**config.mk**
```make
export PLATFORM = sky130hd
export DESIGN_NAME = cheriot_tsmap_arb
export DESIGN_NICKNAME = d
export VERILOG_FILES = /design/src/rtl/cheriot_tsmap_pkg.sv /design/src/rtl/cheriot_tsmap_starve_ctr.sv /design/src/rtl/cheriot_tsmap_arb.sv
export SDC_FILE = /design/constraint.sdc
export NUM_CORES = 1
export LEC_CHECK = 0
export ABC_CLOCK_PERIOD_IN_PS = 2850
export CAP_MARGIN = 20
export CORE_AREA = 2 2 89 91
export DETAILED_ROUTE_END_ITERATION = 16
export DIE_AREA = 0 0 91 93
export GPL_TIMING_DRIVEN = 0
export HOLD_SLACK_MARGIN = 0.15
export PLACE_DENSITY_LB_ADDON = 0.2
export SETUP_SLACK_MARGIN = 0.3
export SLEW_MARGIN = 20
export SYNTH_ARGS = -nofsm -noshare
export SYNTH_HDL_FRONTEND = slang
export SYNTH_SLANG_ARGS = --single-unit
export TNS_END_PERCENT = 50
```
**constraint.sdc**
```tcl
create_clock -name clk_i -period 2.85 [get_ports clk_i]
set_input_delay 0.57 -clock clk_i [delete_from_list [all_inputs] [get_ports clk_i]]
set_output_delay 0.57 -clock clk_i [all_outputs]
set_load 0.02 [all_outputs]
```
**src/rtl/cheriot_tsmap_pkg.sv**
```systemverilog
// Shared types and helpers for the TS map (revocation bitmap) SRAM arbiter.
package cheriot_tsmap_pkg;

  localparam int unsigned TSMAP_WORD_BYTES = 4;
  localparam int unsigned TSMAP_ADDR_W     = 16;

  typedef struct packed {
    logic                          we;
    logic [TSMAP_WORD_BYTES-1:0]   be;
    logic [TSMAP_ADDR_W-1:0]       addr;
    logic [8*TSMAP_WORD_BYTES-1:0] wdata;
  } tsmap_req_t;

  typedef enum logic [1:0] {
    OWN_NONE,
    OWN_CORE,
    OWN_BUS
  } tsmap_owner_e;

  function automatic logic tsmap_in_range(input logic [31:0] addr, input int unsigned size);
    return addr < 32'(size);
  endfunction

endpackage

```
**src/rtl/cheriot_tsmap_starve_ctr.sv**
```systemverilog
// Saturating bus-stall counter with sticky starvation flag and optional one-cycle core hold.
// Optional fairness hold enabled by CHERIOT_TSMAP_ARB_FAIRNESS_EN.
module cheriot_tsmap_starve_ctr #(
  parameter int unsigned StallLimit = 8
) (
  input  logic clk_i,
  input  logic rst_i,
  input  logic bus_req_i,
  input  logic bus_gnt_i,
  output logic starve_o,
  output logic hold_o
);

  localparam logic [7:0] Limit = 8'(StallLimit);

  logic [7:0] cnt_q, cnt_d;
  logic       starve_q;
  logic       hit;

  // hit marks the single edge where the count first reaches the limit
  always_comb begin
    cnt_d = cnt_q;
    hit   = 1'b0;
    if (!bus_req_i || bus_gnt_i) begin
      cnt_d = '0;
    end else if (cnt_q < Limit) begin
      cnt_d = cnt_q + 8'd1;
      hit   = (cnt_d == Limit);
    end
  end

  always_ff @(posedge clk_i) begin
    if (rst_i) begin
      cnt_q    <= '0;
      starve_q <= 1'b0;
    end else begin
      cnt_q <= cnt_d;
      if (bus_gnt_i) begin
        starve_q <= 1'b0;
      end else if (hit) begin
        starve_q <= 1'b1;
      end
    end
  end

  assign starve_o = starve_q;

`ifdef CHERIOT_TSMAP_ARB_FAIRNESS_EN
  logic hold_q;

  always_ff @(posedge clk_i) begin
    if (rst_i) begin
      hold_q <= 1'b0;
    end else begin
      hold_q <= hit;
    end
  end

  assign hold_o = hold_q;
`else
  assign hold_o = 1'b0;
`endif

endmodule

```
**src/rtl/cheriot_tsmap_arb.sv**
```systemverilog
// Single-port TS map SRAM arbiter: core read port by fixed priority, bus port in idle slots.
// Optional fairness hold enabled by CHERIOT_TSMAP_ARB_FAIRNESS_EN.
module cheriot_tsmap_arb
  import cheriot_tsmap_pkg::*;
#(
  parameter int unsigned TSMapSize  = 1024,
  parameter int unsigned AddrW      = 16,
  parameter int unsigned StallLimit = 8
) (
  input  logic             clk_i,
  input  logic             rst_i,
  input  logic             core_cs_i,
  input  logic [AddrW-1:0] core_addr_i,
  output logic [31:0]      core_rdata_o,
  output logic             core_hold_o,
  input  logic             bus_req_i,
  input  logic             bus_we_i,
  input  logic [3:0]       bus_be_i,
  input  logic [AddrW-1:0] bus_addr_i,
  input  logic [31:0]      bus_wdata_i,
  output logic             bus_gnt_o,
  output logic             bus_rvalid_o,
  output logic [31:0]      bus_rdata_o,
  output logic             bus_err_o,
  output logic             starve_o,
  output logic             mem_cs_o,
  output logic             mem_we_o,
  output logic [3:0]       mem_be_o,
  output logic [AddrW-1:0] mem_addr_o,
  output logic [31:0]      mem_wdata_o,
  input  logic [31:0]      mem_rdata_i
);

  tsmap_req_t   bus_req;
  tsmap_owner_e owner;
  logic         hold;
  logic         bus_in_range;
  logic         rvalid_q, err_q, rd_q;

  always_comb begin
    bus_req.we    = bus_we_i;
    bus_req.be    = bus_be_i;
    bus_req.addr  = TSMAP_ADDR_W'(bus_addr_i);
    bus_req.wdata = bus_wdata_i;
  end

  assign bus_in_range = tsmap_in_range(32'(bus_addr_i), TSMapSize);

  always_comb begin
    owner = OWN_NONE;
    if (core_cs_i && !hold) begin
      owner = OWN_CORE;
    end else if (bus_req_i) begin
      owner = OWN_BUS;
    end
  end

  assign bus_gnt_o = (owner == OWN_BUS);

  always_comb begin
    mem_cs_o    = 1'b0;
    mem_we_o    = 1'b0;
    mem_be_o    = '0;
    mem_addr_o  = core_addr_i;
    mem_wdata_o = bus_req.wdata;
    case (owner)
      OWN_CORE: begin
        mem_cs_o = 1'b1;
        mem_be_o = '1;
      end
      OWN_BUS: begin
        if (bus_in_range) begin
          mem_cs_o   = 1'b1;
          mem_we_o   = bus_req.we;
          mem_be_o   = bus_req.be;
          mem_addr_o = AddrW'(bus_req.addr);
        end
      end
      default: ;
    endcase
  end

  always_ff @(posedge clk_i) begin
    if (rst_i) begin
      rvalid_q <= 1'b0;
      err_q    <= 1'b0;
      rd_q     <= 1'b0;
    end else begin
      rvalid_q <= bus_gnt_o;
      err_q    <= bus_gnt_o & ~bus_in_range;
      rd_q     <= bus_gnt_o & bus_in_range & ~bus_we_i;
    end
  end

  // Response is masked while reset is asserted so an access granted just before reset never completes
  assign bus_rvalid_o = rvalid_q & ~rst_i;
  assign bus_err_o    = err_q & ~rst_i;
  assign bus_rdata_o  = (rd_q & ~rst_i) ? mem_rdata_i : '0;
  assign core_rdata_o = mem_rdata_i;
  assign core_hold_o  = hold;

  cheriot_tsmap_starve_ctr #(
    .StallLimit(StallLimit)
  ) u_starve (
    .clk_i    (clk_i),
    .rst_i    (rst_i),
    .bus_req_i(bus_req_i),
    .bus_gnt_i(bus_gnt_o),
    .starve_o (starve_o),
    .hold_o   (hold)
  );

`ifndef SYNTHESIS
  a_no_core_during_hold: assert property (@(posedge clk_i) disable iff (rst_i)
    !(core_cs_i && core_hold_o))
    else $error("core_cs_i asserted while core_hold_o is high");
`endif

endmodule

```
==> results.toml <==
[outcome]
outcome = "complete, but fails checks"
violations = "negative setup slack"

[timing]
rsz0062_at_grt = "yes"
min_period_over_period_pct = 103
finalHoldViolCount = 0
finClkSkew_ns = 0.00149
setup_slack_ns = -0.0945
fmax_ghz = 0.340
finalSetupViolations = 14
drv_slew = 0
fin_crit_ns = 2.94

[cts]
cts_tree = "built"
clockBufferDepth = 2
clock_sinks = 12
clkLatencyLatePin_ns = 0.24
cts-root-buf = "clkbuf_8"
clk_pin_slew_ns = 0.05
cts-htree-levels = 1
holdBufCountCts = 0
cts_buffers = 3

[layout]
drive_above_1_share_pct = 35.1
final_nets = 489
area_delta_synth_final_pct = 157
diodes = 0

[route]
drt_iter0_markers = 24
drt-pass1-iter-count = 2
vias = 1792
ant_nets = 0
drc_errors = 0
wl_per_cell_um = 12.5
drt_wl_total_mm = 6.03
via_per_inst = 3.70

[synthesis]
ys_warn_count = 0
synth_nets = 280
syn_area_per_cell_um2 = 8.18
ys_ff_latch = 12
synthCells = 174
yosysSeqAreaShare_pct = 16.9
synth_area_um2 = 1420
synth.distinct_cells = 32

[critical_path]
worstReg2RegStart = "u_starve.cnt_q[3]$_SDFFE_PP0N_"
required_ns = 2.28
crit_start = "bus_addr_i[11]"
end_kind = "primary output"
cp.arrival_ns = 2.37
cp-start-kind = "primary input"
r2r_slack_ns = 1.29
crit_path_max_fanout = 7
critical_path_class = "in2out"

[grt]
grt_first_pass_wirelength_mm = 8.69
antenna_found_initial = 0
grt_overflow_total = 0
grt_max_degree = 11
first_global_vias = 1607
grtUsageTotal_pct = 12.6

[pwr]
sw_frac_of_total_pct = 28.0
powerDensity_nw_per_um2 = 212
ir_drop_mv = 0.245
intPower_mw = 0.559
clockPowerShare_pct = 23.5
design_power_total_mw = 0.776
p_switching_mw = 0.218
seq_power_share_pct = 22.0
comb_power_share_pct = 54.6
power_leakage_nw = 1.78

[place]
globalplace.congestion = 0.715
dp_slack_ns = -0.773
io_buffers = 194
dp_hpwl_mm = 5.28

[min_path]
hold_class = "reg2reg"
min_from = "u_starve.cnt_q[5]$_SDFFE_PP0N_"

[floorplanning]
rows = 32
die_width_um = 91
pin_count = 228
initial_core_util_pct = 18.9
die_area_um2 = 8460
core_area_um2 = 7530
dieHeight_um = 93

[job]
drv_cap = 0
[final cells by class]
class                           instances  area (um2)
Buffer                                 72         543
Timing Repair Buffer                  204        2000
Inverter                                1        3.75
Sequential cell                        12         240
Multi-Input combinational cell         89         686
Tap cell                              102         128
Fill cell                             778        3870
Clock buffer                            4        55.1
[registers in the layout, indices dropped and copies added, names as in the netlist]
name	count
rvalid_q	1
u_starve.cnt_q	8
rd_q	1
u_starve.starve_o	1
err_q	1
[cell usage in the layout, fill, tap and decap left out, types with 2 or more instances in the layout]
cell / netlist / routed
a31o_2: 4 / 4
and2_1: 42 / 37
and2_4: 0 / 5
and3b_1: 2 / 2
buf_2: 0 / 4
buf_4: 65 / 74
buf_6: 1 / 21
buf_8: 1 / 2
clkbuf_1: 5 / 2
clkbuf_2: 0 / 2
clkbuf_8: 0 / 4
clkdlybuf4s50_1: 0 / 135
dfxtp_1: 12 / 12
dlygate4sd2_1: 0 / 32
mux2_2: 6 / 6
mux2_4: 4 / 4
nand2_1: 2 / 2
nand3_1: 2 / 2
nor2_1: 2 / 2
nor2b_1: 3 / 2
nor3_1: 3 / 2
o21a_1: 2 / 2
or4_4: 2 / 2
[worst max-delay path, stage by stage]
cell and delay [ns]:
buf_6 0.09, or4_4 0.52, or4_4 0.50, buf_8 0.15, buf_8 0.12, mux2_4 0.29, buf_6 0.13
[per-layer routing]
layer  GRT usage, %  share of wire, %  vias to the layer above
met1           14.2                37                      782
met4           2.02              0.51                        0
met5              0                 0                        -
met2           24.6                55                       86
met3           2.66               7.8                        4
li1               -                 -                      920
[stage by stage]
| stage | util (%) | std cells | setup TNS, ns | instance area [um2] | hold slack, ns |
|---|---|---|---|---|---|
| floorplan | - | 174 | 0 | 1430 | 0.420 |
| global placement | 46.4 | 470 | -26.09 | 3490 | 0.436 |
| CTS | 48.4 | 482 | -1.50 | 3640 | 0.457 |
| finish | 48.6 | 484 | -1.12 | 3660 | 0.453 |
| global route | 48.6 | 484 | -1.58 | 3660 | 0.481 |
| detailed placement | 46.4 | 470 | -26.46 | 3490 | 0.441 |
[cells by family after synthesis]
family                     Yosys count  synth area share (%)
DFF                                 12                  16.9
muxes                               11                  9.67
AOI/OAI and AO/OA                   11                  5.98
buffers and inverters               73                  37.7
and+or+nand+nor                     65                  28.6
other                                1                 0.263
adders and majority gates            1                 0.879
[power by group through the flow]
stage | Combinational [mW] | Sequential (mW) | Clock (mW)
after floorplan | 0.182 | 0.174 | 0
after global placement | 0.413 | 0.174 | 0
after detailed placement | 0.417 | 0.174 | 0
after CTS | 0.427 | 0.171 | 0.184
after global routing | 0.444 | 0.171 | 0.193
final | 0.424 | 0.171 | 0.182
[synth_stat cells (all sizes together)]
| library cell | n | area, um2 |
|---|---|---|
| buf | 67 | 514 |
| and2 | 42 | 263 |
| dfxtp | 12 | 240 |
| mux2 | 10 | 128 |
| clkbuf | 5 | 18.8 |
| a31o | 4 | 35.0 |
| nor2b | 3 | 18.8 |
| nor3 | 3 | 15.0 |
| or4 | 3 | 30.0 |
| and3b | 2 | 17.5 |
| nand2 | 2 | 7.51 |
| nand2b | 2 | 12.5 |
| nand3 | 2 | 10.0 |
| nor2 | 2 | 7.51 |
| o21a | 2 | 15.0 |
| a21boi | 1 | 7.51 |
| a21o | 1 | 7.51 |
| and3 | 1 | 6.26 |
| conb | 1 | 3.75 |
| ha | 1 | 12.5 |
| inv | 1 | 3.75 |
| mux2i | 1 | 10.0 |
| nor3b | 1 | 7.51 |
| nor4 | 1 | 6.26 |
| o211ai | 1 | 7.51 |
| o21ai | 1 | 5.00 |
| o31ai | 1 | 7.51 |
| or3 | 1 | 6.26 |
[path summary, 6_finish.rpt]
kind | depth (start not counted) | to
setup / recovery | 7 | mem_addr_o[7]
hold / removal | 1 | u_starve.cnt_q[5]$_SDFFE_PP0N_
setup reg to reg | 4 | u_starve.cnt_q[2]$_SDFFE_PP0N_
hold reg to reg | 1 | u_starve.cnt_q[5]$_SDFFE_PP0N_
[repair_timing]
item | 4_1_cts | 5_1_grt
resized for setup | 189 | 2
hold endpoints to repair | 0 | 0
pin swaps | 2 | 3
setup endpoints to repair | 55 | 20
gates cloned | 1 | 0
buffers inserted | 7 | 2
Note: power is estimated with default switching activity, not from simulation.
